==> src/rtl/hazard_stall_ctrl.sv <==
// Pipeline hold/flush control for the 5-stage core: load-use, multi-cycle unit
// conflicts, data-memory freezes and taken-branch redirects.
module hazard_stall_ctrl #(
    parameter int MC_LAT = 4,
    parameter int CNT_W  = 16
) (
    input  logic             clk,
    input  logic             rst,
    input  logic [4:0]       id_rs,
    input  logic [4:0]       id_rt,
    input  logic             id_uses_rt,
    input  logic             ex_memread,
    input  logic [4:0]       ex_rt,
    input  logic             id_mc_op,
    input  logic             id_mc_use,
    input  logic             id_branch_taken,
    input  logic             dmem_miss,
    input  logic             dmem_ready,
    output logic             pc_hold,
    output logic             ifid_hold,
    output logic             ifid_flush,
    output logic             idex_hold,
    output logic             idex_bubble,
    output logic             mc_busy,
    output logic [CNT_W-1:0] stall_cycles,
    output logic [1:0]       state_dbg
);
    localparam int MC_W = $clog2(MC_LAT + 1);
    localparam logic [MC_W-1:0]  MC_LOAD = MC_W'(MC_LAT);
    localparam logic [CNT_W-1:0] CNT_MAX = '1;

    typedef enum logic [1:0] {
        INIT   = 2'd0,
        RUN    = 2'd1,
        FREEZE = 2'd2
    } state_t;

    state_t          state;
    logic [MC_W-1:0] mc_cnt;
    logic            load_use;
    logic            mc_conflict;
    logic            hazard;
    logic            issue;

    assign load_use    = ex_memread && (ex_rt != 5'd0) &&
                         ((ex_rt == id_rs) || (id_uses_rt && (ex_rt == id_rt)));
    assign mc_conflict = id_mc_use && (mc_cnt != '0);
    assign hazard      = load_use || mc_conflict;
    // A MULT/DIV only leaves ID when nothing is holding the front end this cycle.
    assign issue       = (state == RUN) && id_mc_op && (mc_cnt == '0) && !dmem_miss && !hazard;
    assign state_dbg   = state;

    // Memory handshake: dmem_miss opens a freeze in RUN; the freeze lasts until the
    // cycle dmem_ready is seen, which is the completion strobe for the stalled access.
    always_comb begin
        pc_hold     = 1'b0;
        ifid_hold   = 1'b0;
        ifid_flush  = 1'b0;
        idex_hold   = 1'b0;
        idex_bubble = 1'b0;
        mc_busy     = (mc_cnt != '0);
        if (rst) begin
            pc_hold     = 1'b1;
            ifid_hold   = 1'b1;
            ifid_flush  = 1'b1;
            idex_bubble = 1'b1;
            mc_busy     = 1'b0;
        end else begin
            case (state)
                INIT: begin
                    ifid_hold   = 1'b1;
                    ifid_flush  = 1'b1;
                    idex_bubble = 1'b1;
                end
                RUN: begin
                    if (dmem_miss) begin
                        pc_hold   = 1'b1;
                        ifid_hold = 1'b1;
                        idex_hold = 1'b1;
                    end else if (hazard) begin
                        pc_hold     = 1'b1;
                        ifid_hold   = 1'b1;
                        idex_bubble = 1'b1;
                    end else if (id_branch_taken) begin
                        ifid_hold  = 1'b1;
                        ifid_flush = 1'b1;
                    end
                end
                FREEZE: begin
                    if (!dmem_ready) begin
                        pc_hold   = 1'b1;
                        ifid_hold = 1'b1;
                        idex_hold = 1'b1;
                    end
                end
                default: ;
            endcase
        end
    end

    always_ff @(posedge clk) begin
        if (rst) begin
            state        <= INIT;
            mc_cnt       <= '0;
            stall_cycles <= '0;
        end else begin
            case (state)
                INIT:    state <= RUN;
                RUN:     if (dmem_miss) state <= FREEZE;
                FREEZE:  if (dmem_ready) state <= RUN;
                default: state <= INIT;
            endcase
            if (issue) begin
                mc_cnt <= MC_LOAD;
            end else if (mc_cnt != '0) begin
                mc_cnt <= mc_cnt - MC_W'(1);
            end
            if (pc_hold && (stall_cycles != CNT_MAX)) begin
                stall_cycles <= stall_cycles + CNT_W'(1);
            end
        end
    end
endmodule

==> config.mk <==
export PLATFORM = sky130hd
export DESIGN_NAME = hazard_stall_ctrl
export DESIGN_NICKNAME = d
export VERILOG_FILES = /design/src/rtl/hazard_stall_ctrl.sv
export SDC_FILE = /design/constraint.sdc
export NUM_CORES = 1
export LEC_CHECK = 0
export ABC_AREA = 1
export CORE_MARGIN = 5
export CORE_UTILIZATION = 40
export CTS_CLUSTER_DIAMETER = 150
export DETAILED_ROUTE_END_ITERATION = 16
export PLACE_DENSITY = 0.71
export SYNTH_ARGS = -nofsm -noshare
export SYNTH_HDL_FRONTEND = slang
export SYNTH_SLANG_ARGS = --single-unit
==> constraint.sdc <==
create_clock -name clk -period 1.8 [get_ports clk]
set_input_delay 0.36 -clock clk [delete_from_list [all_inputs] [get_ports clk]]
set_output_delay 0.36 -clock clk [all_outputs]
set_load 0.02 [all_outputs]
Word-level counts from Yosys, hierarchy flattened
Index checks and enable logic that the tools add are counted.
{"block": "classes", "add_sub_neg": 2, "n_mux": 26, "reduce_logical": 20, "eq_ne": 7}
{"op": "16-bit by 1-bit adder with 16-bit output, second input constant", "n": 1}
{"op": "1-bit 2-to-1 mux", "n": 16}
{"op": "16-bit inequality test, second input constant", "n": 1}
{"op": "5-bit == test", "n": 2}
{"op": "1-bit logical AND", "n": 9}
{"op": "1-bit one-hot mux with 2 select lines", "n": 4}
{"op": "3-bit 2-to-1 mux", "n": 2}
{"op": "2-bit one-hot mux with 3 select lines", "n": 1}
{"op": "5-bit nonzero test", "n": 1}
{"op": "2-bit 2-to-1 mux", "n": 2}
{"op": "2-bit inequality test, second input constant", "n": 2}
{"op": "3-bit logical NOT", "n": 1}
{"op": "1-bit one-hot mux with 3 select lines", "n": 1}
{"op": "3-bit nonzero test", "n": 1}
{"op": "3-bit by 1-bit subtractor with 3-bit output, second input constant", "n": 1}
{"op": "2-bit by 1-bit == test with 1-bit output, second input constant", "n": 1}
{"op": "2-bit == test, second input constant", "n": 1}
{"op": "1-bit logical NOT", "n": 2}
{"op": "2-bit logical NOT", "n": 1}
{"op": "1-bit logical OR", "n": 2}
{"op": "2-bit AND reduction", "n": 1}
{"op": "2-bit nonzero test", "n": 1}
{"op": "2-bit OR reduction", "n": 1}
{"block": "word_totals", "output_inout_bits": 24, "reg_bits": 21, "wordCells": 59, "input_bits": 24}

Longest topological paths before layout
Gate-level depths: netlist (run 1).
{"block": "logic_depth", "word_depth": 10, "depth_mapped": 16, "depth_no_buf": 16}

Least setup slack after synthesis (run 1)
No wires, ideal clock.
{"block": "synth_path", "kind": "reg2out", "start": "register state[0] (netlist: state_dbg[0])", "end": "output idex_hold", "arrival_time_ns": 1.581, "slack_ns": -0.141, "path_buffers": 0, "path_stages_with_launch": 5, "cell_sequence": "dfxtp_1 -> inv_1 -> ha_1 -> inv_1 -> nor3_1"}
{"block": "synth_via", "elab_chain_cells": 3, "word_cells_on_any_way": 4}
{"item": "start, declared", "line_no": "38", "text": "state_t state;"}
{"item": "start signal, assigned", "line_no": "103", "text": "state <= INIT;"}
{"item": "start signal, assigned", "line_no": "108", "text": "INIT: state <= RUN;"}
{"item": "start signal, assigned", "line_no": "109", "text": "RUN: if (dmem_miss) state <= FREEZE;"}
{"item": "2-bit == test / 2-bit by 1-bit == test with 1-bit output (equally long branches)", "line_no": "69", "text": "case (state)"}
{"item": "1-bit one-hot mux with 2 select lines (*)", "line_no": "69"}
{"item": "1-bit 2-to-1 mux (*)", "line_no": "62", "text": "if (rst) begin"}
{"item": "end, declared", "line_no": "22", "text": "output logic idex_hold,"}
Mark *: on every way between the ends. The rest lies on a longest branch, timed or not.

Worst setup path after layout (run 1)
{"block": "layout_path", "start": "register mc_cnt[1]", "end": "output ifid_hold"}
{"block": "layout_via", "elab_chain_cells": 7}
{"item": "start, declared", "line_no": "39", "text": "logic [MC_W-1:0] mc_cnt;"}
{"item": "start signal, assigned", "line_no": "116", "text": "mc_cnt <= mc_cnt - MC_W'(1);"}
{"item": "3-bit nonzero test", "line_no": "47", "text": "assign mc_conflict = id_mc_use && (mc_cnt != '0);"}
{"item": "1-bit logical AND", "line_no": "47"}
{"item": "1-bit logical OR", "line_no": "48", "text": "assign hazard = load_use || mc_conflict;"}
{"item": "1-bit 2-to-1 mux", "line_no": "80", "text": "end else if (hazard) begin"}
{"item": "1-bit 2-to-1 mux", "line_no": "76", "text": "if (dmem_miss) begin"}
{"item": "1-bit one-hot mux with 3 select lines", "line_no": "69"}
{"item": "1-bit 2-to-1 mux", "line_no": "62"}
{"item": "end, declared", "line_no": "20", "text": "output logic ifid_hold,"}
Every way passes these cells.

==> results of run 1 <==
-- critical path, cell delays in order (launching register included) --
cell and delay (ns):
dfxtp_2 0.33, inv_2 0.07, ha_4 0.13, inv_2 0.04, nor2_4 0.08, inv_2 0.06, nand2_4 0.07, nand3_4 0.08
nand2_4 0.07, nand2_4 0.06, o21ai_2 0.10, nand2_1 0.07, buf_6 0.14
-- layout by cell type (no fill, tap or decap), types with 2 or more instances in the layout --
master,n
nand4_1,7
nand3_4,2
o211ai_1,2
nand2_4,7
nand2_1,78
nand3_1,13
buf_6,8
inv_1,41
or2_2,2
nand2_2,4
xor2_1,2
dfxtp_1,14
clkbuf_8,3
clkdlybuf4s15_1,4
clkinv_1,2
clkbuf_2,6
ha_1,3
nor3_1,4
dfxtp_2,6
nor2_2,4
o21bai_1,5
ha_4,4
o21ai_1,3
nor2_4,3
a21oi_1,10
clkdlybuf4s50_1,24
nor3_4,2
buf_4,37
inv_2,16
buf_2,6
nor2_1,28
-- kinds of logic (layout without fill, tap and decap cells) --
kind of cell / after synthesis / after routing / share of synthesized area
AND/OR/NAND/NOR: 158 / 158 / 0.457
buffers and inverters: 62 / 152 / 0.142
AO/OA/AOI/OAI: 24 / 24 / 0.0875
flip-flops: 21 / 21 / 0.247
adder cells (fa/ha/maj): 7 / 7 / 0.0515
XOR/XNOR: 3 / 3 / 0.0154
-- repair_timing --
item	in CTS	in global routing
pin swaps	21	23
buffers inserted	5	6
endpoints found under the setup margin	22	16
hold buffers	0	0
resized for setup	86	35
gates cloned	0	1
-- power breakdown --
group	internal, mW	switching [mW]
Combinational	1.02	0.909
Clock	0.154	0.157
Sequential	0.556	0.0686
Total	1.73	1.13
-- worst paths after layout --
check,startpoint,end,slack (ns),cells past startpoint
setup / recovery,mc_cnt[1],ifid_hold,-0.13,12
hold / removal,mc_cnt[1],mc_cnt[1],0.47,2
setup reg to reg,mc_cnt[1],stall_cycles[12],-0.06,15
hold reg to reg,mc_cnt[1],mc_cnt[1],0.47,2
-- per-layer routing --
layer  vias up  global-route usage
met5         -                   0
met4         0              0.0233
met3         2              0.0280
met2        29               0.298
met1       850               0.214
li1       1017                   -
-- flip-flops by register name, indices dropped and copies added (netlist names) --
register and flops:
state_dbg 2, mc_cnt 3, stall_cycles 16
-- stage by stage --
stage | cell area (um2) | setup TNS, ns | instances | utilization
2_1_floorplan | 1710 | 0 | 275 | -
3_3_place_gp | 2460 | -10.53 | 400 | 0.607
3_5_place_dp | 2460 | -11.90 | 400 | 0.607
4_1_cts | 2570 | -0.346 | 409 | 0.634
5_1_grt | 2690 | -1.61 | 415 | 0.662
6_report | 2690 | -0.493 | 415 | 0.662
-- cell type report --
type,count,area (um2),share of cell area
multi-input cells,192,1150,0.428
repair buffers,89,774,0.288
flip-flops and latches,21,432,0.161
inverters,59,221,0.0824
well taps,50,62.6,0.0233
clock buffers,3,41.3,0.0154
clock inverters,1,5.00,0.00186
==> results.md, run 1 <==
Outcome:
- The run finished, with violations left.
- The final reports fail on setup timing.

Synthesis:
- The average cell area after synthesis is 6.19 um2.
- The library cell with the highest instance count after synthesis is nand2_1.
- The distinct cell type count after synthesis is 32.
- By area the synthesized netlist is led by dfxtp_1 (25%), nand2_1 (18%), inv_1 (10%), nor2_1 (6.6%), ha_1 (5.1%).
- The area share of the largest cell type after synthesis is 0.247.
- By count the netlist is led by nand2_1 (80), inv_1 (47), nor2_1 (30).
- The synthesized design contains 21 register bits.
- The synthesized net count is 306.
- The summed instance area of the synthesized netlist is 0.00170 mm2.
- Counting flops with an async set or reset pin after synthesis yields a share of 0.
- After technology mapping, the gate count stands at 275.
- The number of enable flip-flop cells after synthesis is 0.
- The count of warnings emitted by yosys is 0.
- The cell type contributing the most total cell area after synthesis is dfxtp_1.
- The sequential element share of the synthesized area is 0.247.
- The most used flip-flop cell after synthesis is dfxtp_1.

Clocking:
- The maximum clock insertion buffer count is 2.
- The number of sinks handled by clock tree synthesis is 21.
- The total number of H-tree levels is 1.
- The post-CTS clock slew at the launch and capture registers of the worst setup and hold paths is 0.08 ns.
- The root buffer cell chosen for the clock tree is clkbuf_8.
- TritonCTS built the clock tree.
- The number of clock buffers inserted by TritonCTS is 3.
- Clock latency on the worst-skew pair, taken at its later pin, is 0.26 ns.

Die:
- The initial core utilization is 0.419.
- The boundary pin count is 48.
- The floorplan step defined a die boundary enclosing 0.00566 mm2.
- The die width is 75.2 um.
- The height of the die is 75.2 um.
- The core area is 0.00406 mm2.
- The placement row count is 23.

Placed design:
- OpenSTA, run right after detailed placement, puts the worst setup slack at -0.969 ns.
- The HPWL after detailed placement is 3.53 mm.
- Input and output buffers added on the ports amount to 47.
- The global placer's final weighted congestion is 0.863.

Timing:
- The maximum operating frequency is 518 MHz.
- The number of setup violations in the final report is 10.
- The share of the clock period used by the worst path after layout is 1.07.
- Across the routed clock network, the largest skew measured is 0.00604 ns.
- The minimum period implied by the final worst setup slack is 1.93 ns.
- The worst hold slack is 0.465 ns.
- The number of hold violations in the final report came to 0.
- Setup repair after global routing could not meet its margin everywhere.
- The final worst-path setup slack is -0.131 ns.
- At the pin with the least slew margin, the transition time is 0.340 ns.
- The tightest slew margin relative to the limit is 0.772.
- The total count of max-transition violations in the final report is 0.

Power:
- The leakage power of the design is 1.35 nW.
- The power density relative to cell area is 1060 mW/mm2.
- The power consumption is 2.86 mW.
- Across the VDD grid, the largest voltage drop is 0.000816 V.

Drt:
- The number of detailed-route iterations in the first pass is 4.
- In the final routed layout, each cell accounts on average for 11.0 um.
- The top routing layer in use is met4.
- The overall routed net length is 4.57 mm.
- The ratio of routed vias to standard cells is 4.57.
- Detailed routing inserted a total of 1,898 vias.
- Summed over all nets, wire length on met2 after detailed routing comes to 2.27 mm.
- The detailed router put a total of 2.09 mm of wire on met1.
- In the routed design, unresolved DRC markers number 0.
- The routed design uses 192 um of met3 wire.
- Once detail routing completed, the nets flagged for antenna violations numbered 0.
- The number of DRC markers in iteration 0 is 83.

Global routing:
- Entering global routing, the biggest net connects 13 pins.
- Global routing finished with a remaining overflow of 0.
- Across every metal layer, demand over resource in global routing totals 0.166.
- The number of global-route vias before repair is 1,726.
- The initial antenna violation count came to 0.
- The wire length of the first global-routing pass is 7.48 mm.

Worst setup path:
- STA classifies the critical path endpoint as a primary output.
- The worst endpoint data arrival time is 1.57 ns.
- The element type at the critical path start is a flop.
- Along the worst path, the maximum fanout reaches 3.
- The critical path class is reg -> out.
- At the worst endpoint, the required time is 1.44 ns.

Run:
- The max capacitance violation total is 0.

Layout:
- The filler cell count is 363.
- The share of post-route cells with drive strength above 1 is 0.332.
- The synthesis-to-layout area growth is 57.9%.
- 0 antenna diodes ended up in the layout.
- For this run, the post-layout net count is 397.

Hold path:
- The kind of path behind the tightest hold check is reg -> reg.
Power figures use the tool's default switching activity.
==> inputs of run 2 (changes only) <==
Settings changed: CAP_MARGIN set to 20.
==> results of run 2 <==
Same layout as run 1: the final DEF is identical, and so are final timing and power.
